**config.mk**
```make
export PLATFORM = sky130hd
export DESIGN_NAME = goa_cmd_ctrl
export DESIGN_NICKNAME = d
export VERILOG_FILES = /design/src/rtl/goa_cmd_ctrl.sv
export SDC_FILE = /design/constraint.sdc
export NUM_CORES = 1
export LEC_CHECK = 0
export ABC_AREA = 1
export CAP_MARGIN = 20
export CORE_ASPECT_RATIO = 0.9
export CORE_UTILIZATION = 52
export DETAILED_ROUTE_END_ITERATION = 8
export DONT_BUFFER_PORTS = 1
export GPL_TIMING_DRIVEN = 0
export MAX_ROUTING_LAYER = met4
export PLACE_DENSITY = 0.67
export REMOVE_ABC_BUFFERS = 1
export SLEW_MARGIN = 0
export SYNTH_ARGS = -nofsm -noshare
export SYNTH_HDL_FRONTEND = slang
export SYNTH_SLANG_ARGS = --single-unit
```
**constraint.sdc**
```tcl
create_clock -name clk -period 2.98 [get_ports clk]
set_input_delay 0 -clock clk [delete_from_list [all_inputs] [get_ports clk]]
set_output_delay 0 -clock clk [all_outputs]
set_load 0.01 [all_outputs]
```
**src/rtl/goa_cmd_ctrl.sv**
```systemverilog
// Byte-oriented host command controller for the GOA compute core.
// Decodes WRITE/READ/START/STATUS command bytes, drives the core's config
// and result ports, supervises a compute run with a cycle timeout and keeps
// sticky done/err/timeout flags that a STATUS read reports and clears.
module goa_cmd_ctrl #(
    parameter int TIMEOUT_CYCLES = 1024
) (
    input  logic       clk,
    input  logic       rst,
    input  logic [7:0] in_data,
    input  logic       in_valid,
    output logic       in_ready,
    output logic [7:0] out_data,
    output logic       out_valid,
    input  logic       out_ready,
    output logic [3:0] cfg_addr,
    output logic [7:0] cfg_wdata,
    output logic       cfg_we,
    output logic [3:0] res_addr,
    input  logic [7:0] res_rdata,
    output logic       core_start,
    input  logic       core_busy,
    input  logic       core_done
);

    localparam int CNT_W = $clog2(TIMEOUT_CYCLES);
    localparam logic [CNT_W-1:0] RUN_LAST = CNT_W'(TIMEOUT_CYCLES - 1);

    localparam logic [3:0] OP_WRITE  = 4'h1;
    localparam logic [3:0] OP_READ   = 4'h2;
    localparam logic [3:0] OP_START  = 4'h3;
    localparam logic [3:0] OP_STATUS = 4'h4;

    typedef enum logic [2:0] {IDLE, WDATA, RD, SEND, RUN} state_t;

    state_t           state, state_nxt;
    logic [CNT_W-1:0] run_cnt;
    logic             done_q, err_q, timeout_q;
    logic             accept;
    logic             run_last;
    logic [3:0]       opcode, arg;

    // Reset forces in_ready low in the reset cycle itself, not just after it.
    assign in_ready  = !rst && (state == IDLE || state == WDATA);
    assign out_valid = (state == SEND);
    assign accept    = in_valid & in_ready;
    assign opcode    = in_data[7:4];
    assign arg       = in_data[3:0];
    assign run_last  = (run_cnt == RUN_LAST);

    // State register
    always_ff @(posedge clk) begin
        if (rst) state <= IDLE;
        else     state <= state_nxt;
    end

    // Next-state decode
    always_comb begin
        state_nxt = state;
        case (state)
            IDLE: begin
                if (accept) begin
                    case (opcode)
                        OP_WRITE:  state_nxt = WDATA;
                        OP_READ:   state_nxt = RD;
                        OP_START:  state_nxt = core_busy ? IDLE : RUN;
                        OP_STATUS: state_nxt = SEND;
                        default:   state_nxt = IDLE;
                    endcase
                end
            end
            WDATA:   if (accept) state_nxt = IDLE;
            RD:      state_nxt = SEND;
            SEND:    if (out_ready) state_nxt = IDLE;
            // core_done on the last allowed cycle still ends the run normally
            RUN:     if (core_done || run_last) state_nxt = IDLE;
            default: state_nxt = IDLE;
        endcase
    end

    // Datapath registers, one-cycle strobes and sticky status flags
    always_ff @(posedge clk) begin
        if (rst) begin
            out_data   <= '0;
            cfg_addr   <= '0;
            cfg_wdata  <= '0;
            cfg_we     <= 1'b0;
            res_addr   <= '0;
            core_start <= 1'b0;
            run_cnt    <= '0;
            done_q     <= 1'b0;
            err_q      <= 1'b0;
            timeout_q  <= 1'b0;
        end else begin
            cfg_we     <= 1'b0;
            core_start <= 1'b0;
            case (state)
                IDLE: begin
                    if (accept) begin
                        case (opcode)
                            OP_WRITE: cfg_addr <= arg;
                            OP_READ:  res_addr <= arg;
                            OP_START: begin
                                if (core_busy) begin
                                    err_q <= 1'b1;
                                end else begin
                                    core_start <= 1'b1;
                                    run_cnt    <= '0;
                                end
                            end
                            OP_STATUS: begin
                                // snapshot then clear; flags set later are kept
                                out_data  <= {core_busy, done_q, err_q, timeout_q, 4'b0000};
                                done_q    <= 1'b0;
                                err_q     <= 1'b0;
                                timeout_q <= 1'b0;
                            end
                            default: err_q <= 1'b1;
                        endcase
                    end
                end
                WDATA: begin
                    if (accept) begin
                        cfg_wdata <= in_data;
                        cfg_we    <= 1'b1;
                    end
                end
                RD: out_data <= res_rdata;
                RUN: begin
                    if (core_done)     done_q    <= 1'b1;
                    else if (run_last) timeout_q <= 1'b1;
                    else               run_cnt   <= run_cnt + CNT_W'(1);
                end
                default: ;
            endcase
        end
    end

endmodule

```
==> impl_metrics.toml, run 1 <==
[status]
outcome = "finished, violations left"
violations = "hold timing"

[floorplan]
dieArea_um2 = 4390
die_w_um = 69.73
boundaryPins = 50
rows = 21
fp.coreArea_um2 = 3836
die_y_um = 62.96
initial_core_util_pct = 55.97

[finish]
multi_input_area_um2 = 1109
area_growth_pct = 16.03
final_common_cell = "nand2_1"
fillers = 331
nNetsFinal = 336
mostFrequentLayoutCells = "69 x nand2_1, 44 x nor2_1, 42 x dfxtp_1"
seqCellArea_um2 = 840.8
final_core_util_pct = 64.94
drive_above_1_share_pct = 14.01
diodes = 0

[synth]
synth_top_area_share_pct = 39.16
ys_seq_area_share_pct = 39.16
synth_area_um2 = 2147
ys_ff_latch = 42
synth_area_leaders = "dfxtp_1 39%, nand2_1 12%, nor2_1 7.7%, nand3_1 5.1%, a21oi_1 4.9%"
synth.avg_cell_area_um2 = 7.328
ys_warn_count = 0
synth_top_area_cell = "dfxtp_1"
synth_cell_types = 35
netlist_instances = 293

[worst_setup_path]
reg2reg_from = "state[2]"
rr_worst_depth = 6
crit_required_ps = 3190
cp-end-kind = "register"
cp_max_fo = 11
cp-start-kind = "register"
timing_worst_setup_path_type = "reg2reg"
worstPathArrival_ps = 2480
reg2reg_slack_ps = 720
reg2reg_to = "res_addr[0]"

[cts]
cts_tree = "done"
cts_setup_buffers = 0
cts_buffers = 5
cts_resized = 0
h-tree-depth = 2
clock_sinks = 42
ctsHoldBuffers = 23
path_clk_slew_ps = 80
cts-root-buf = "clkbuf_8"
cts_buffer_depth = 2
clkLatencyLatePin_ps = 290

[routing]
drtAntennaViolNets = 0
routed_wl_um = 4669
via_per_inst = 5.272
drt_first_iter_violations = 145
drc_errors = 0
drtPass1Iterations = 5
vias = 1898
wl_per_cell_um = 12.97

[sta]
rsz0062_at_grt = "false"
holdWs_ps = -1.928
setup_ws_ps = 715.8
fin_crit_sh_pct = 75.98
maxSlewHeadroom_pct = 50.99
fin_skew_ps = 7.406
fin_crit_ps = 2264
setup_viol = 0
clock.fmax_mhz = 441.7
hold_violations = 1
max_slew.worst_pin.slew_ps = 732.7
fin_tns_setup_ps = 0
slew_violations = 0

[grt]
grt.overflow.total = 0
grt_use_total_pct = 23.65
grt_antenna_before_repair = 0
grt_pass1_wl_um = 8148
first_global_vias = 1789
grt_max_degree = 23

[place]
dp_hpwl_um = 3133
routabilityCongestion = 0.8624
post-place-ws_ps = 1209
port_buffers = 0

[pwr]
internal-power_mw = 0.9743
powerDensity_nw_per_um2 = 501.8
power_frac_clock_pct = 43.7
p_total_mw = 1.250
switching_share_pct = 22.06
p_leak_nw = 0.9234
p_comb_share_pct = 9.2
peakVddDrop_mv = 0.3208
switching_power_mw = 0.2758
p_seq_share_pct = 47.1

[run]
maxCapViolCount = 0

[hold_path]
hold_depth = 4
hold_start = "res_rdata[7]"
whs_endpoint = "out_data[7]"
hp-class = "in2reg"
kinds of logic after synthesis:
kind of cell	after synthesis	synth area share, %
AOI/OAI and AO/OA	49	12.88
xor gates and xnor gates	1	0.4080
adders and majority gates	1	0.5827
buffers and inverters	37	9.207
DFF	42	39.16
and+or+nand+nor	163	37.76
registers in the layout, indices dropped and copies added, names as in the netlist:
signal	cells
res_addr	4
out_data	8
cfg_wdata	8
err_q	1
timeout_q	1
state	3
run_cnt	10
core_start	1
cfg_addr	4
cfg_we	1
done_q	1
cell usage after synthesis, drive strengths merged:
| cell | count |
|---|---|
| nand3 | 30 |
| a21oi | 25 |
| o21a | 1 |
| clkinv | 1 |
| nand4 | 3 |
| dfxtp | 42 |
| xor2 | 1 |
| o21ai | 22 |
| nor4 | 1 |
| or2 | 1 |
| inv | 26 |
| ha | 1 |
| buf | 9 |
| nor3 | 6 |
| nand3b | 1 |
| o21bai | 1 |
| clkbuf | 1 |
| nand2 | 73 |
| nor2 | 48 |
power by group through the flow:
stage	clock, mW	combinational (mW)	sequential (mW)
detailed placement	0	0.0870	0.602
finish	0.547	0.115	0.589
global route	0.578	0.129	0.591
floorplan	0	0.0707	0.600
CTS	0.561	0.115	0.589
global placement	0	0.0855	0.602
critical path: stages, from the launching register on:
cell	delay, ps
dfxtp_1	460
inv_2	140
nand4_4	150
nor2_1	550
nand3_1	150
dlygate4sd3_1	600
a21oi_1	130
per-layer routing:
| metal | global-route usage [%] | vias to the layer above | wire length, um |
|---|---|---|---|
| li1 | - | 986 | - |
| met1 | 32.33 | 863 | 2312 |
| met2 | 35.92 | 47 | 2068 |
| met5 | - | - | 0 |
| met4 | 6.000 | 0 | 21 |
| met3 | 4.839 | 2 | 266 |
cell type report:
type,count,share of cell area (%)
Clock buffer,6,3.315
Clock inverter,2,2.411
Inverter,27,4.470
Multi-Input combinational cell,214,44.50
Sequential cell,42,33.75
Tap cell,46,2.310
Timing Repair Buffer,23,9.242
through the flow:
| stage | cells | cell area (um2) |
|---|---|---|
| 2_1_floorplan | 283 | 2061 |
| 3_3_place_gp | 329 | 2118 |
| 3_5_place_dp | 329 | 2118 |
| 4_1_cts | 360 | 2491 |
| 5_1_grt | 360 | 2491 |
| 6_report | 360 | 2491 |
worst max path at each step:
stage	start	endpoint	slack, ps
2_1_floorplan	state[2]	cfg_addr[0]	1500
3_3_place_gp	state[2]	res_addr[0]	1220
3_5_place_dp	state[2]	res_addr[2]	1210
4_1_cts	state[2]	cfg_addr[1]	770
5_1_grt	state[2]	cfg_addr[1]	510
6_report	state[2]	res_addr[0]	720
No activity file was read; power rests on OpenSTA's default activity.
==> run 2: changes to the inputs <==
==> constraint.sdc (replaced) <==
create_clock -name clk -period 2.3 [get_ports clk]
set_input_delay 0 -clock clk [delete_from_list [all_inputs] [get_ports clk]]
set_output_delay 0 -clock clk [all_outputs]
set_load 0.01 [all_outputs]
==> run 2 against run 1 <==
Compared with the run above: sequential power increased by 30%; power increased by 30%; the flow still finishes with violations (hold timing); clock power increased by 30%; largest power group unchanged; critical endpoint unchanged; sequential cell count unchanged; clock skew decreased by 1.1 ps.
==> impl_metrics.toml, run 2 (same netlist as run 1, synthesis figures left out) <==
[status]
outcome = "finished, violations left"
violations = "hold timing"

[finish]
drive_above_1_share_pct = 14.33
final_common_cell = "nand2_1"
largest_register_ffs = 10
final_cells = 360
final_cell_area_um2 = 2494
largest_registers = "run_cnt: 10 flops, cfg_wdata: 8 flops, out_data: 8 flops"
top_register = "run_cnt"
area_growth_pct = 16.14
final_core_util_pct = 65.00
mostFrequentLayoutCells = "69 x nand2_1, 43 x nor2_1, 42 x dfxtp_1"
nNetsFinal = 336
diodes = 0

[place]
dpl_cell_area_um2 = 2118
dp_hpwl_um = 3133
port_buffers = 0
post-place-ws_ps = 529.4
routabilityCongestion = 0.8624
dp_cells = 329

[sta]
hold_violations = 1
fin_crit_sh_pct = 88.90
setup_ws_ps = 255.3
fin_crit_ps = 2045
max_slew.worst_pin.slew_ps = 723.4
holdWs_ps = -1.156
fin_tns_setup_ps = 0
slew_violations = 0
fin_skew_ps = 6.317
maxSlewHeadroom_pct = 51.62
clock.fmax_mhz = 489.1
setup_viol = 0
rsz0062_at_grt = "false"

[cts]
cts_buffer_depth = 2
cts_setup_buffers = 0
h-tree-depth = 2
clock_sinks = 42
cts_buffers = 5
cts_tree = "done"
path_clk_slew_ps = 80
clkLatencyLatePin_ps = 280
cts-root-buf = "clkbuf_8"

[routing]
drc_errors = 0
routed_wl_um = 4675
drt_first_iter_violations = 144
wl_per_cell_um = 12.99
vias = 1905
via_per_inst = 5.292
drtPass1Iterations = 4
drtAntennaViolNets = 0

[floorplan]
fp.coreArea_um2 = 3836
die_y_um = 62.96
initial_core_util_pct = 55.97
die_w_um = 69.73
rows = 21
boundaryPins = 50
dieArea_um2 = 4390

[pwr]
peakVddDrop_mv = 0.4165
powerDensity_nw_per_um2 = 650.3
p_leak_nw = 0.9232

[grt]
grt.overflow.total = 0
first_global_vias = 1789
grt_pass1_wl_um = 8148
grt_use_total_pct = 23.65
grt_max_degree = 23
grt_antenna_before_repair = 0

[hold_path]
hp-class = "in2reg"

[worst_setup_path]
crit_required_ps = 2520
cp_top_family = "buffers and inverters"
path_buf_inv = 2
cp-end-kind = "register"
cp_max_fo = 11
path_cells = "inv_2 -> nand4_4 -> nor2_2 -> nand3_1 -> dlygate4sd3_1 -> a21oi_1"
worstPathArrival_ps = 2260
max_stage_delay_ps = 580
cp-start-kind = "register"
cp_slowest_cell = "dlygate4sd3_1"
timing_worst_setup_path_type = "reg2reg"

[run]
maxCapViolCount = 0
==> run 2: cell counts in the layout (fill, tap and decap cells not counted) <==
No cell type changed its count.
==> run 2: per-stage QoR <==
stage | total power, mW | hold WS [ps]
floorplan | 0.8687 | 46.70
global placement | 0.8908 | 54.63
detailed placement | 0.8931 | 55.65
CTS | 1.639 | 2.824
global route | 1.683 | 45.20
finish | 1.622 | -1.156
==> run 2: tightest hold or removal path: stages <==
cell and delay, ps:
nand2_1 30, o21ai_0 70, nor2_1 60, nor2_1 90
==> run 2: final cells by class <==
class | instances | area, um2
multi-input cells | 214 | 1111
clock inverters | 2 | 60.06
clock buffers | 6 | 82.58
well taps | 46 | 57.56
repair buffers | 23 | 230.2
fillers | 330 | 1343
inverters | 27 | 111.4
flip-flops and latches | 42 | 840.8
==> run 2: power breakdown <==
group	switching (mW)	internal (mW)	total, mW
clock network	0.246	0.463	0.709
registers	0.0185	0.745	0.763
logic	0.0944	0.0548	0.149
==> run 2: routing by layer <==
metal | part of all wire [%] | track usage [%] | vias to the layer above
met5 | 0 | - | -
met4 | 0.45 | 6.000 | 0
met3 | 6.3 | 4.839 | 2
met2 | 44 | 35.92 | 53
met1 | 49 | 32.33 | 866
li1 | - | - | 984
==> run 2: final timing paths <==
path / endpoint / slack, ps / cells past startpoint / start
max: res_addr[0] / 260 / 6 / state[2]
min: out_data[7] / -1 / 4 / res_rdata[7]
max reg2reg: res_addr[0] / 260 / 6 / state[2]
min reg2reg: err_q / 460 / 2 / err_q
==> run 2: repair_timing <==
action	4_1_cts	5_1_grt
gates resized for setup	0	1
setup endpoints to repair	0	4
hold endpoints to repair	32	0
hold buffers	23	0
